===== src/rtl/ps2_frame_receiver_if.sv =====
// PS/2 receiver bundle: raw pin inputs plus the decoded scancode outputs.
// The receiver takes the master side and the consumer (key decoder) takes the slave side.
interface ps2_frame_receiver_if;
  logic       PS2_clk;
  logic       PS2_data;
  logic [7:0] code;
  logic       code_valid;
  logic       break_code;
  logic       extended;
  logic       frame_err;

  modport master (
    input  PS2_clk, PS2_data,
    output code, code_valid, break_code, extended, frame_err
  );

  modport slave (
    output PS2_clk, PS2_data,
    input  code, code_valid, break_code, extended, frame_err
  );
endinterface


===== src/rtl/ps2_frame_receiver.sv =====
// PS/2 receive front end: synchronise, glitch-filter, deframe, fold E0/F0 prefixes into flags.
// Optional macro PS2_PARITY_CHECK_EN: when defined, bad odd parity raises frame_err and drops the byte.
module ps2_frame_receiver #(
  parameter int FILTER_LEN     = 8,
  parameter int TIMEOUT_CYCLES = 50000
) (
  input  logic                  clk,
  input  logic                  rst,
  ps2_frame_receiver_if.master  rx
);

  localparam logic [1:0] ST_IDLE   = 2'd0;
  localparam logic [1:0] ST_DATA   = 2'd1;
  localparam logic [1:0] ST_PARITY = 2'd2;
  localparam logic [1:0] ST_STOP   = 2'd3;

  localparam int              TMO_W    = (TIMEOUT_CYCLES > 1) ? $clog2(TIMEOUT_CYCLES) : 1;
  localparam logic [TMO_W-1:0] TMO_LAST = TMO_W'(TIMEOUT_CYCLES - 1);

  logic                  clk_s1_q, clk_s2_q, data_s1_q, data_s2_q;
  logic [FILTER_LEN-1:0] filt_sh_q, filt_sh_d;
  logic                  filt_q, filt_d;
  logic                  fall;

  logic [1:0]       state_q, state_d;
  logic [2:0]       bit_cnt_q, bit_cnt_d;
  logic [8:0]       shift_q, shift_d;      // parity bit lands in [8], data byte in [7:0]
  logic [TMO_W-1:0] tmo_q, tmo_d;
  logic             ext_pend_q, ext_pend_d;
  logic             brk_pend_q, brk_pend_d;
  logic [7:0]       code_q, code_d;
  logic             code_valid_q, code_valid_d;
  logic             break_q, break_d;
  logic             ext_q, ext_d;
  logic             frame_err_q, frame_err_d;
  logic             frame_ok;

  assign filt_sh_d = {filt_sh_q[FILTER_LEN-2:0], clk_s2_q};

  always_comb begin
    filt_d = filt_q;
    if (filt_sh_q == '0)      filt_d = 1'b0;
    else if (&filt_sh_q)      filt_d = 1'b1;
  end

  assign fall = filt_q & ~filt_d;

`ifdef PS2_PARITY_CHECK_EN
  assign frame_ok = data_s2_q & (^shift_q);
`else
  assign frame_ok = data_s2_q;
`endif

  always_comb begin
    // NOTE: every signal driven here gets a default first, so no path leaves one unassigned and no latch is inferred.
    state_d      = state_q;
    bit_cnt_d    = bit_cnt_q;
    shift_d      = shift_q;
    tmo_d        = tmo_q;
    ext_pend_d   = ext_pend_q;
    brk_pend_d   = brk_pend_q;
    code_d       = code_q;
    break_d      = break_q;
    ext_d        = ext_q;
    code_valid_d = 1'b0;
    frame_err_d  = 1'b0;

    // An edge in the same cycle as expiry wins and restarts the count.
    if (fall || state_q == ST_IDLE) begin
      tmo_d = '0;
    end else if (tmo_q == TMO_LAST) begin
      tmo_d      = '0;
      state_d    = ST_IDLE;
      ext_pend_d = 1'b0;
      brk_pend_d = 1'b0;
    end else begin
      tmo_d = tmo_q + TMO_W'(1);
    end

    if (fall) begin
      case (state_q)
        ST_IDLE: begin
          if (!data_s2_q) begin
            state_d   = ST_DATA;
            bit_cnt_d = 3'd0;
          end else begin
            frame_err_d = 1'b1;
            ext_pend_d  = 1'b0;
            brk_pend_d  = 1'b0;
          end
        end
        ST_DATA: begin
          shift_d   = {data_s2_q, shift_q[8:1]};
          bit_cnt_d = bit_cnt_q + 3'd1;
          if (bit_cnt_q == 3'd7) state_d = ST_PARITY;
        end
        ST_PARITY: begin
          shift_d = {data_s2_q, shift_q[8:1]};
          state_d = ST_STOP;
        end
        default: begin
          state_d = ST_IDLE;
          if (frame_ok) begin
            if (shift_q[7:0] == 8'hE0) begin
              ext_pend_d = 1'b1;
            end else if (shift_q[7:0] == 8'hF0) begin
              brk_pend_d = 1'b1;
            end else begin
              code_d       = shift_q[7:0];
              break_d      = brk_pend_q;
              ext_d        = ext_pend_q;
              code_valid_d = 1'b1;
              ext_pend_d   = 1'b0;
              brk_pend_d   = 1'b0;
            end
          end else begin
            frame_err_d = 1'b1;
            ext_pend_d  = 1'b0;
            brk_pend_d  = 1'b0;
          end
        end
      endcase
    end
  end

  // NOTE: sequential state uses non-blocking assignments so every register samples pre-edge values.
  always_ff @(posedge clk or posedge rst) begin
    if (rst) begin
      clk_s1_q     <= 1'b1;
      clk_s2_q     <= 1'b1;
      data_s1_q    <= 1'b1;
      data_s2_q    <= 1'b1;
      filt_sh_q    <= '1;
      filt_q       <= 1'b1;
      state_q      <= ST_IDLE;
      bit_cnt_q    <= 3'd0;
      shift_q      <= 9'd0;
      tmo_q        <= '0;
      ext_pend_q   <= 1'b0;
      brk_pend_q   <= 1'b0;
      code_q       <= 8'h00;
      code_valid_q <= 1'b0;
      break_q      <= 1'b0;
      ext_q        <= 1'b0;
      frame_err_q  <= 1'b0;
    end else begin
      clk_s1_q     <= rx.PS2_clk;
      clk_s2_q     <= clk_s1_q;
      data_s1_q    <= rx.PS2_data;
      data_s2_q    <= data_s1_q;
      filt_sh_q    <= filt_sh_d;
      filt_q       <= filt_d;
      state_q      <= state_d;
      bit_cnt_q    <= bit_cnt_d;
      shift_q      <= shift_d;
      tmo_q        <= tmo_d;
      ext_pend_q   <= ext_pend_d;
      brk_pend_q   <= brk_pend_d;
      code_q       <= code_d;
      code_valid_q <= code_valid_d;
      break_q      <= break_d;
      ext_q        <= ext_d;
      frame_err_q  <= frame_err_d;
    end
  end

  assign rx.code       = code_q;
  assign rx.code_valid = code_valid_q;
  assign rx.break_code = break_q;
  assign rx.extended   = ext_q;
  assign rx.frame_err  = frame_err_q;

endmodule

===== src/flat_wrapper.sv =====
// flat-port wrapper written by rule: the top's interface ports become plain ports
module ps2_frame_receiver_flat 
#(
  parameter int FILTER_LEN     = 8,
  parameter int TIMEOUT_CYCLES = 50000
)
  (clk, rst, rx_PS2_clk, rx_PS2_data, rx_code, rx_code_valid, rx_break_code, rx_extended, rx_frame_err);
  ps2_frame_receiver_if rx_i ();
  input  logic clk;
  input  logic rst;
  input wire logic [$bits(rx_i.PS2_clk)-1:0] rx_PS2_clk;
  input wire logic [$bits(rx_i.PS2_data)-1:0] rx_PS2_data;
  output wire logic [$bits(rx_i.code)-1:0] rx_code;
  output wire logic [$bits(rx_i.code_valid)-1:0] rx_code_valid;
  output wire logic [$bits(rx_i.break_code)-1:0] rx_break_code;
  output wire logic [$bits(rx_i.extended)-1:0] rx_extended;
  output wire logic [$bits(rx_i.frame_err)-1:0] rx_frame_err;
  assign rx_i.PS2_clk = rx_PS2_clk;
  assign rx_i.PS2_data = rx_PS2_data;
  assign rx_code = rx_i.code;
  assign rx_code_valid = rx_i.code_valid;
  assign rx_break_code = rx_i.break_code;
  assign rx_extended = rx_i.extended;
  assign rx_frame_err = rx_i.frame_err;
  ps2_frame_receiver #(.FILTER_LEN(FILTER_LEN), .TIMEOUT_CYCLES(TIMEOUT_CYCLES)) u_core (.clk(clk), .rst(rst), .rx(rx_i));
endmodule

===== config.mk =====
export PLATFORM = sky130hd
export DESIGN_NAME = ps2_frame_receiver_flat
export DESIGN_NICKNAME = d
export VERILOG_FILES = /design/src/rtl/ps2_frame_receiver_if.sv /design/src/rtl/ps2_frame_receiver.sv /design/src/flat_wrapper.sv
export SDC_FILE = /design/constraint.sdc
export NUM_CORES = 1
export LEC_CHECK = 0
export ABC_AREA = 1
export BUFFER_PORTS_ARGS = -buffer_cell sky130_fd_sc_hd__buf_2
export CORE_ASPECT_RATIO = 2
export CORE_MARGIN = 5
export CORE_UTILIZATION = 45
export DETAILED_ROUTE_END_ITERATION = 10
export PLACE_DENSITY_LB_ADDON = 0.12
export SLEW_MARGIN = 20
export SYNTH_ARGS = -nofsm -noshare
export SYNTH_HDL_FRONTEND = slang
export SYNTH_SLANG_ARGS = --single-unit

===== constraint.sdc =====
create_clock -name clk -period 1.4 [get_ports clk]
set_input_delay 0.07 -clock clk [delete_from_list [all_inputs] [get_ports clk]]
set_output_delay 0.07 -clock clk [all_outputs]
set_load 0.05 [all_outputs]

==> flow_results.org, run 1 <==
** Outcome
- The flow ran to the end, but the final reports show violations.
- The final reports fail on setup timing.

** Floorplanning
- The die is 117 um tall.
- In this run the standard cell core region covers 5660 sq um.
- The initialized floorplan defines 39 standard-cell rows.
- Horizontal die dimension :: 63.6 um
- The die covers 7450 sq um.
- In this run the count of I/O pins placed on the die edge is 16.
- Initial standard-cell utilization of the core :: 0.456

** Routing
- Post-route DRC :: 0
- Number of optimization iterations in the first detailed-route pass :: 4
- In this run, the number of DRC markers left after iteration 0 of detailed routing was 92.
- Via density per instance :: 4.99
- Remaining antenna violation count after routing :: 0
- Detailed-route wire length per cell :: 13.9 um
- Routed vias :: 2129
- WL final :: 5940 um

** GRT
- Global routing finished with a remaining overflow of 0.
- Entering global routing, the biggest net connects 29 pins.
- The initial antenna violation count was 0.
- Wire length of the first global-routing pass :: 10500 um
- For this run, the total global-route usage over all layers was measured as 0.188.
- The number of global-route vias before repair is 2367.

** Power and ir drop
- Pwr dens :: 1050 nW/um^2
- Lkg Pwr :: 0.00177 uW
- The worst-case IR drop observed on VDD is 1.16 mV.

** Timing
- The hold violation total from the final report was 0.
- Max Fclk :: 675 MHz
- Slew Limit Fails :: 0
- For the pin with the worst max-slew slack, the measured transition is 0.589 ns.
- Setup Skew :: 0.00493 ns
- Measured against its own limit, the worst slew margin works out to 0.607.
- PnR worst setup slack :: -0.0817 ns
- Total of endpoints with negative setup slack in the final report :: 17
- Post-route minimum period :: 1.48 ns
- Dividing the final minimum period by the clock period gives 1.06.
- Setup repair after global routing could not meet its margin everywhere.

** Cells and area
- 0 antenna diodes ended up in the layout.
- The area growth from synthesis to layout is 45.9%.
- With fillers left out, the area of the finished cells amounts to 3770 sq um.
- Final net count :: 373
- Of the cells placed in the final design, the portion with a size suffix greater than 1 is 0.456.
- Filler Cell Count :: 466

** Logic synthesis
- The share of the Yosys chip area taken by registers is 0.558.
- Synthesized-area fraction occupied by xor and xnor cells :: 0.0203
- Measured against the total synthesized area, the mux share comes to 0.
- Yosys mapped a number of flops with a built-in enable equal to 0.
- Averaged over all synthesized cells, the footprint is 9.23 sq um.
- Synthesized-area fraction occupied by ao, oa, aoi and oai cells :: 0.0765
- Main area contributors after synthesis :: dfrtp_1 43%, dfstp_2 13%, nand2_1 8.9%
- Of the post-synthesis cell area, the dominant cell type holds 0.426.
- Counting every net in the synthesized netlist gives 291.
- Primary flip-flop cell chosen by synthesis mapping :: dfrtp_1
- Yosys instantiated no cell more often than nand2_1.
- In the synthesized netlist the async set-or-reset flop fraction comes to 1.00.
- After synthesis the cells add up to 2580 sq um.
- In the synthesized netlist, the number of instances is 280.
- Area share of and/or/nand/nor cells after synthesis :: 0.254
- The synthesized design spends more area on one cell type than any other, namely dfrtp_1.
- Yosys warning total :: 0
- Dominant combinational cell family by area after synthesis :: simple AND/OR/NAND/NOR gates
- After synthesis the netlist holds a flip-flop and latch count of 57.
- Post-synthesis adder-cell area fraction :: 0.0339
- Top cells by count, synth :: 61 x nand2_1, 44 x dfrtp_1, 37 x nor2_1, 32 x inv_1, 15 x o21ai_0
- Number of different library cells in the post-synthesis netlist :: 26

** Clocking
- Clock sink count :: 57
- Post-CTS clock slew at the launch and capture registers of the worst setup and hold paths :: 0.05 ns
- Clk buf depth :: 2
- Root buffer cell :: clkbuf_16
- Number of H-tree levels :: 3
- TritonCTS built the clock tree.
- Number of clock buffers inserted by TritonCTS :: 9
- The later pin in the worst-skew pair is clocked with a latency of 0.33 ns.

** Placement
- OpenSTA, run right after detailed placement, puts the worst setup slack at -0.129 ns.
- At the end of routability-driven placement, the weighted congestion stood at 0.875.
- Detailed placer's ending HPWL :: 4090 um
- Number of buffer cells added on primary ports :: 15
- In this run the cell area measured after placement is 3100 sq um.

** Setup path
- Capturing element type of the critical path :: flop
- STA classifies the critical path startpoint as a flop.
- In this run the worst path has a maximum fanout of 5.
- Data arrives at the worst endpoint at 1.74 ns.
- Worst path required time :: 1.65 ns
- Type of the worst setup path :: flop to flop

** Min path
- In this run the worst hold path is classified as primary input to async pin.

** Run
- Across the run, the number of max-cap violations was 0.
==> registers in the layout, indices dropped and copies added, names as in the netlist <==
signal,flops
u_core.tmo_q,16
u_core.shift_q,9
u_core.filt_sh_q,8
u_core.rx.code,8
u_core.bit_cnt_q,3
u_core.state_q,2
u_core.brk_pend_q,1
u_core.clk_s1_q,1
u_core.clk_s2_q,1
u_core.data_s1_q,1
u_core.data_s2_q,1
u_core.ext_pend_q,1
u_core.filt_q,1
u_core.rx.break_code,1
u_core.rx.code_valid,1
u_core.rx.extended,1
u_core.rx.frame_err,1
==> per-layer routing <==
| metal | up-vias | routed length [um] | share of wire | track usage |
|---|---|---|---|---|
| met5 | - | 0 | 0 | 0 |
| met4 | 0 | 231 | 0.039 | 0.111 |
| met3 | 20 | 221 | 0.037 | 0.0592 |
| met2 | 36 | 3550 | 0.60 | 0.362 |
| met1 | 1014 | 1940 | 0.33 | 0.163 |
| li1 | 1059 | - | - | - |
==> cells by family (layout without fill, tap and decap cells) <==
logic type / Yosys count / in the layout
buffers and inverters: 37 / 123
adder cells (fa/ha/maj): 7 / 7
AO/OA/AOI/OAI: 34 / 34
flip-flops: 57 / 57
XOR/XNOR: 6 / 6
AND/OR/NAND/NOR: 139 / 139
==> timing repair <==
item,CTS,global route
cloned,0,0
resized for setup,47,36
buffers inserted,6,3
hold buffers,3,0
hold endpoints to repair,15,0
pin swaps,23,23
setup endpoints to repair,29,40
==> layout make-up <==
class	count	area [sq um]	area share
clock buffers	12	256	0.0681
clock inverters	3	40.0	0.0106
inverters	35	143	0.0378
multi-input cells	186	1230	0.325
flip-flops and latches	57	1440	0.383
well taps	61	76.3	0.0203
repair buffers	73	584	0.155
==> final timing paths <==
check                           startpoint             endpoint  slack [ns]  depth (start not counted)
setup / recovery           u_core.tmo_q[1]     u_core.tmo_q[12]       -0.08                          9
hold / removal                         rst      u_core.tmo_q[0]        0.36                          3
setup reg to reg           u_core.tmo_q[1]     u_core.tmo_q[12]       -0.08                          9
hold reg to reg            u_core.clk_s2_q  u_core.filt_sh_q[0]        0.36                          0
max in group asynchronous              rst    u_core.rx.code[0]        0.53                          4
min in group clk           u_core.clk_s2_q  u_core.filt_sh_q[0]        0.36                          0
==> layout by cell type, fill, tap and decap left out, types with 7 or more instances in the layout <==
cell type	synthesis	layout
nand2_1	61	47
buf_4	0	44
dfrtp_1	44	44
nor2_1	37	27
inv_1	32	25
buf_2	0	15
dfstp_2	13	13
nand2_2	1	12
o21ai_2	6	9
o21ai_0	15	9
nand3_1	14	9
clkbuf_16	0	9
nor2_4	4	7
nor2_2	0	7
inv_2	3	7
a21oi_1	11	7
buf_6	1	7
==> where the power goes <==
group          internal [uW]  total (uW)  switching, uW
sequential              1690        1710           18.3
combinational           43.0         105           62.0
clock                   1450        2160            708
==> through the flow <==
step	TNS [ns]	hold slack, ns	total power [uW]	util	std cells
floorplan	0	0.0745	1770	-	280
global placement	-0.748	0.170	1820	0.548	401
detailed placement	-1.29	0.176	1820	0.548	401
CTS	-0.810	0.359	4030	0.639	425
global route	-2.84	0.362	4130	0.666	427
finish	-0.406	0.357	3970	0.666	427
==> worst max-delay path: stages, from the launching register on <==
cell and delay (ns):
dfrtp_1 0.35, ha_2 0.19, nand2_2 0.07, nor2_4 0.13
inv_2 0.07, nor2_4 0.17, nand3_4 0.12, o21ai_2 0.12
nand2_1 0.07, nor2_1 0.11
No activity file was read; power rests on OpenSTA's default activity.
==> inputs of run 2 (changes only) <==
- SETUP_SLACK_MARGIN: unset -> 0.4
==> flow_results.org, run 2 (synthesized netlist as in run 1, its figures left out) <==
** Outcome
- Outcome :: finished, violations left
- Violations in the final reports :: setup timing

** Clocking
- Post-CTS clock slew at the launch and capture registers of the worst setup and hold paths :: 0.05 ns
- The tree is rooted in a clkbuf_16.
- The H-tree generated during clock tree synthesis spans 3 levels.
- TritonCTS built the clock tree.
- Number of clock buffers inserted by TritonCTS :: 9
- Clock sink count :: 57
- Insertion delay of the later-clocked pin in the worst-skew pair :: 0.33 ns
- Clk buf depth :: 2

** Cells and area
- The register with the most flip-flops in the final layout is u_core.tmo_q.
- Layout cells sized above 1 :: 0.465
- Final net count :: 376
- Filler Cell Count :: 432
- Design Area, Final :: 3910 sq um
- From synthesis to final layout, the design area changed by 51.4%.
- Across the whole layout, storage elements account for 1440 sq um.
- Most common library cell in the layout ignoring fill and taps :: nand2_1
- 0 antenna diodes ended up in the layout.
- In the final layout, the registers with the most flip-flops are u_core.tmo_q: 16 flops, u_core.shift_q: 9 flops.
- Leading cell types in the layout, fill and taps excluded :: 47 x nand2_1, 44 x buf_4, 44 x dfrtp_1
- For this run, the number of standard cells in the final layout without fillers is 431.
- In the final layout, the multi-input gates occupy 1260 sq um.
- Flip-flop count of the largest register after layout :: 16

** Floorplanning
- Area of the core region :: 5660 sq um
- The floorplan step set the die height to 117 um.
- The floorplan has 39 rows.
- The floorplan step defined a die boundary enclosing 7450 sq um.
- The die is 63.6 um wide.
- Initial standard-cell utilization of the core :: 0.456
- IO Count :: 16

** GRT
- Number of antenna violations at the first check in global routing :: 0
- GRT Overall Usage :: 0.180
- The total overflow left after global routing is 0.
- The number of global-route vias before repair is 2286.
- Wire length of the first global-routing pass :: 9980 um
- Maximum number of pins on one net before global-route repair :: 58

** Placement
- Detailed placer's ending HPWL :: 3960 um
- OpenSTA, run right after detailed placement, puts the worst setup slack at -0.153 ns.
- After detailed placement, the total cell area comes to 3060 sq um.
- At the end of routability-driven placement, the weighted congestion stood at 0.841.
- The number of placed instances, taps included, is 393.
- During placement, the flow inserted port buffers numbering 15.

** Setup path
- For flop-to-flop paths, the worst setup slack is -0.10 ns.
- On the critical path, the stage with the largest delay is an instance of dfrtp_1.
- Largest incremental delay on the critical path :: 0.35 ns
- Cell with the most instances on the worst path :: nor2_4
- In this run the critical register-to-register path is captured at u_core.tmo_q[12].
- STA classifies the critical path startpoint as a flop.
- Type of the worst setup path :: flop to flop
- The critical path goes through ha_2, nand2_2, nor2_4, inv_2, nor2_4, nand3_4, o21ai_2, nand2_1, nor2_1.
- Worst path required time :: 1.66 ns
- Capturing element type of the critical path :: flop
- Register-to-Register Path Depth :: 9
- Worst R2R Start :: u_core.tmo_q[0]
- For the worst setup path, the data arrival time is 1.76 ns.
- In this run the worst path has a maximum fanout of 5.

** Timing
- Setup Skew :: 0.00597 ns
- After routing, the total negative slack on setup checks comes to -0.420 ns.
- Post-route clock period utilization :: 1.07
- The hold violation total from the final report was 0.
- Max Fclk :: 665 MHz
- The final-report max-slew violation count is 0.
- Total of endpoints with negative setup slack in the final report :: 10
- Headroom to the max-slew limit came out at 0.801.
- At the pin with the least slew margin, the transition time is 0.299 ns.
- Across all setup checks in the final design, the least slack found is -0.104 ns.
- Post-route minimum period :: 1.50 ns
- RSZ-0062 raised after global routing :: yes

** Routing
- WL final :: 6180 um
- In this run, the number of DRC markers left after iteration 0 of detailed routing was 61.
- After detailed routing, the average wire length per cell comes to 14.3 um.
- Dividing the detail-routed via count by the number of cells gives 5.02.
- Number of optimization iterations in the first detailed-route pass :: 5
- Routed vias :: 2162
- Remaining antenna violation count after routing :: 0
- In the routed design, unresolved DRC markers number 0.

** Min path
- The worst hold path passes through 0 cells.
- Hold Path End :: u_core.filt_sh_q[0]
- Path category of the worst min-delay check :: flop to flop
- Launch point of the worst hold path :: u_core.clk_s2_q

** Run
- Max-cap violations in this run came to 0.

** Power and ir drop
- Pwr dens :: 1090 nW/um^2
- Worst supply voltage drop on vdd :: 1.88 mV
- Lkg Pwr :: 0.00181 uW
- Total power for the finished layout comes to 4270 uW.
[run 2: cell types whose count changed in the layout (fill, tap and decap cells not counted), sizes merged]
cell,change
bufinv,+2
nand2,+1
clkinvlp,+1
buf,+1
inv,-1
[run 2: timing repair]
| action | 4_1_cts | 5_1_grt |
|---|---|---|
| cloned | 1 | 1 |
| pin swaps | 22 | 18 |
| endpoints found under the hold margin | 46 | 0 |
| resized for setup | 57 | 43 |
| hold buffers | 3 | 0 |
| setup endpoints to repair | 55 | 54 |
| setup buffers | 7 | 10 |
[run 2: layout make-up]
| class | count | area share |
|---|---|---|
| flip-flops and latches | 57 | 0.369 |
| inverters | 35 | 0.0368 |
| clock buffers | 11 | 0.0595 |
| repair buffers | 75 | 0.168 |
| multi-input cells | 187 | 0.321 |
| well taps | 61 | 0.0195 |
| clock inverters | 5 | 0.0265 |
[run 2: report_power, final]
| group | leakage (uW) | internal, uW | switching [uW] |
|---|---|---|---|
| Clock | 0.000164 | 1730 | 725 |
| Sequential | 0.000752 | 1690 | 15.5 |
| Combinational | 0.000895 | 41.7 | 60.2 |
| Total | 0.00181 | 3470 | 801 |
[run 2: worst max-delay path: cells and delay by family (launching register included)]
kind,cells,cell delay [ns]
flops,1,0.35
simple gates,6,0.64
fa+ha+maj,1,0.19
compound gates,1,0.18
buf+inv,1,0.07
[run 2: metrics by stage]
| stage | utilization | hold slack (ns) |
|---|---|---|
| global placement | 0.541 | 0.171 |
| finish | 0.691 | 0.354 |
| detailed placement | 0.541 | 0.170 |
| CTS | 0.651 | 0.354 |
| floorplan | - | 0.0745 |
| global route | 0.691 | 0.364 |
[run 2: worst max-delay path by stage]
stage | endpoint | startpoint | cells past startpoint
2_1_floorplan | u_core.bit_cnt_q[0] | u_core.state_q[1] | 9
3_3_place_gp | u_core.bit_cnt_q[0] | u_core.state_q[0] | 9
3_5_place_dp | u_core.tmo_q[12] | u_core.tmo_q[0] | 9
4_1_cts | u_core.tmo_q[12] | u_core.tmo_q[0] | 9
5_1_grt | u_core.tmo_q[12] | u_core.tmo_q[0] | 9
6_report | u_core.tmo_q[12] | u_core.tmo_q[0] | 9
[run 2: routing by layer]
layer / global-route usage / routed length, um / vias to the layer above
met5: 0 / 0 / -
met4: 0.132 / 184 / 0
met3: 0.0649 / 213 / 14
met2: 0.329 / 3630 / 36
met1: 0.157 / 2150 / 1038
li1: - / - / 1074
==> inputs of run 3 (changes only) <==
- REMOVE_ABC_BUFFERS: unset -> 1
==> flow_results.org, run 3 (synthesized netlist as in run 1, its figures left out) <==
** Outcome
- Outcome :: finished, violations left
- The final reports fail on setup timing.

** Routing
- Dividing the detail-routed wire length by the instance count gives 14.2 um.
- Number of optimization iterations in the first detailed-route pass :: 4
- Post-route DRC :: 0
- Via density per instance :: 5.11
- Wires add up to 6090 um.
- The count of nets left with antenna violations once routing finished came out at 0.
- The detailed router finished its first iteration with 81 violations.
- Routed vias :: 2186

** GRT
- For met3 alone, demand over resource in global routing was 0.0334.
- Maximum number of pins on one net before global-route repair :: 58
- For met2 alone, demand over resource in global routing was 0.324.
- GRT Overall Usage :: 0.174
- The first global-routing pass estimated 9810 um of wire.
- Number of antenna violations at the first check in global routing :: 0
- For this run, global-route usage on met1 was measured as 0.160.
- The total overflow left after global routing is 0.
- The number of global-route vias before repair came to 2253.
- met2 is the most crowded layer.

** Cells and area
- The number of antenna diodes in the final layout is 0.
- The layout has 414 filler cells.
- After routing the design area is 3840 sq um.
- Multi-input logic area :: 1250 sq um
- In the layout the commonest cells are 50 x nand2_1, 50 x buf_4, 44 x dfrtp_1.
- Area added between synthesis and finish :: 48.6%
- Final net count :: 373
- The register with the most flip-flops in the layout has 16 of them.
- In the final layout, flip-flops and latches occupy 1440 sq um.
- The register with the most flip-flops in the final layout is u_core.tmo_q.
- Leading registers by flop count :: u_core.tmo_q: 16 flops, u_core.shift_q: 9 flops
- Layout cells sized above 1 :: 0.452

** Setup path
- For the worst setup path, the data required time is 1.65 ns.
- The worst register-to-register path ends at u_core.tmo_q[7].
- Register-to-Register Path Depth :: 9
- Capturing element type of the critical path :: flop
- Counting both buffers and inverters, the worst setup path holds a total of 1.
- CP Cell Sequence :: ha_2, nand2_2, nor2_4, nand2_2, nor2_4, buf_4, nor2_4, nand2_1, a21oi_2
- Type of the worst setup path :: flop to flop
- Register-to-register setup slack :: -0.15 ns
- Worst EP arrival :: 1.80 ns
- Nature of the critical path startpoint :: flop
- CP max FO :: 6
- Family with the most delay on the worst path :: simple AND/OR/NAND/NOR gates
- On the worst path, the slowest cell contributes a delay of 0.38 ns.
- The worst register-to-register path begins at u_core.tmo_q[1].
- Among the stages of the critical path, the cell type that occurs most often is nor2_4.
- The slowest stage of the critical path is the dfrtp_1 cell.

** Floorplanning
- The floorplan step defined a core boundary enclosing 5660 sq um.
- Die Footprint :: 7450 sq um
- IO Count :: 16
- Horizontal die dimension :: 63.6 um
- Initial standard-cell utilization of the core :: 0.456
- Die Ht :: 117 um
- Std cell rows :: 39

** Timing
- Least-Margin Pin Slew :: 0.314 ns
- Max Fclk :: 645 MHz
- Final count of hold timing violations :: 0
- Of the available clock period, the critical path in the final layout requires 1.11.
- The tightest hold path in the finished design has a slack of 0.333 ns.
- Setup Skew :: 0.00556 ns
- The final-report max-slew violation count came to 0.
- Measured against its own limit, the worst slew margin works out to 0.790.
- Setup repair after global routing could not meet its margin everywhere.
- Total of endpoints with negative setup slack in the final report :: 22
- Setup TNS :: -1.12 ns
- PnR worst setup slack :: -0.151 ns
- Post-route minimum period :: 1.55 ns

** Clocking
- The root buffer cell chosen for the clock tree is clkbuf_16.
- The H-tree generated during clock tree synthesis spans 3 levels.
- TritonCTS built the clock tree.
- Post-CTS clock slew at the launch and capture registers of the worst setup and hold paths :: 0.05 ns
- Clock sink count :: 57
- Clk buf depth :: 2
- Buffers inserted during clock tree synthesis total 9.
- Insertion delay of the later-clocked pin in the worst-skew pair :: 0.33 ns

** Placement
- Post-detailed-placement cell area :: 3050 sq um
- In this run the tool buffered the top-level ports with 15 buffer cells.
- The congestion estimate from routability-driven global placement came to 0.832.
- Detailed placer's ending HPWL :: 3960 um

** Min path
- The tightest min-delay check is of the primary input to async pin type.

** Power and ir drop
- Lkg Pwr :: 0.00175 uW
- For this design the ratio of total power to cell area is 1080 nW/um^2.
- Worst supply voltage drop on vdd :: 1.14 mV

** Run
- Across the run, the number of max-cap violations was 0.
-- run 3: cell count changes in the layout (fill, tap and decap cells not counted), moves of 2 or more --
cell | previous run | this run
nor3_4 | 3 | 1
a21oi_1 | 9 | 7
inv_1 | 22 | 25
inv_2 | 10 | 8
a21oi_2 | 2 | 4
nand2_1 | 47 | 50
buf_4 | 44 | 50
nand2_2 | 12 | 9
nor2_1 | 30 | 26
nor3_1 | 1 | 3
nor2_4 | 6 | 9
o21ai_1 | 7 | 4
buf_6 | 22 | 12
o21ai_0 | 6 | 9
-- run 3: through the flow --
stage | total power (uW) | std cells | setup WS [ns] | util
floorplan | 1770 | 278 | -0.0481 | -
global placement | 1820 | 396 | -0.225 | 0.538
detailed placement | 1820 | 396 | -0.245 | 0.538
CTS | 4180 | 420 | -0.0724 | 0.644
global route | 4290 | 428 | -0.196 | 0.678
finish | 4160 | 428 | -0.151 | 0.678
-- run 3: worst max-delay path by stage --
stage / endpoint / startpoint / slack (ns) / cells after the start
global placement: u_core.bit_cnt_q[0] / u_core.state_q[0] / -0.22 / 9
global route: u_core.tmo_q[7] / u_core.tmo_q[1] / -0.20 / 9
CTS: u_core.state_q[0] / u_core.tmo_q[1] / -0.07 / 10
finish: u_core.tmo_q[7] / u_core.tmo_q[1] / -0.15 / 9
floorplan: u_core.bit_cnt_q[0] / rst / -0.05 / 1
detailed placement: u_core.bit_cnt_q[0] / u_core.state_q[0] / -0.24 / 9
-- run 3: where the power goes --
part           total [uW]  internal, uW  switching (uW)
clock                2330          1600             735
sequential           1710          1690            21.7
combinational         111          48.0            62.6
-- run 3: worst register-to-register path, stage by stage (launching register included) --
cell	delay (ns)
dfrtp_1	0.38
ha_2	0.20
nand2_2	0.08
nor2_4	0.05
nand2_2	0.09
nor2_4	0.06
buf_4	0.14
nor2_4	0.22
nand2_1	0.13
a21oi_2	0.14
-- run 3: final cells by class --
class	instances	share of cell area
Inverter	35	0.0372
Tap cell	61	0.0199
Multi-Input combinational cell	187	0.326
Sequential cell	57	0.376
Timing Repair Buffer	72	0.158
Clock inverter	5	0.0205
Clock buffer	11	0.0632
-- run 3: timing repair --
item / CTS / global route
pin swaps: 14 / 15
setup buffers: 5 / 7
hold endpoints to repair: 46 / 0
cloned: 0 / 1
hold buffers: 3 / 0
resized for setup: 54 / 41
setup endpoints to repair: 55 / 48
-- run 3: routing by layer --
| layer | vias up | routed length, um |
|---|---|---|
| met5 | - | 0 |
| met4 | 0 | 282 |
| met3 | 23 | 189 |
| met2 | 41 | 3530 |
| met1 | 1060 | 2090 |
| li1 | 1062 | - |
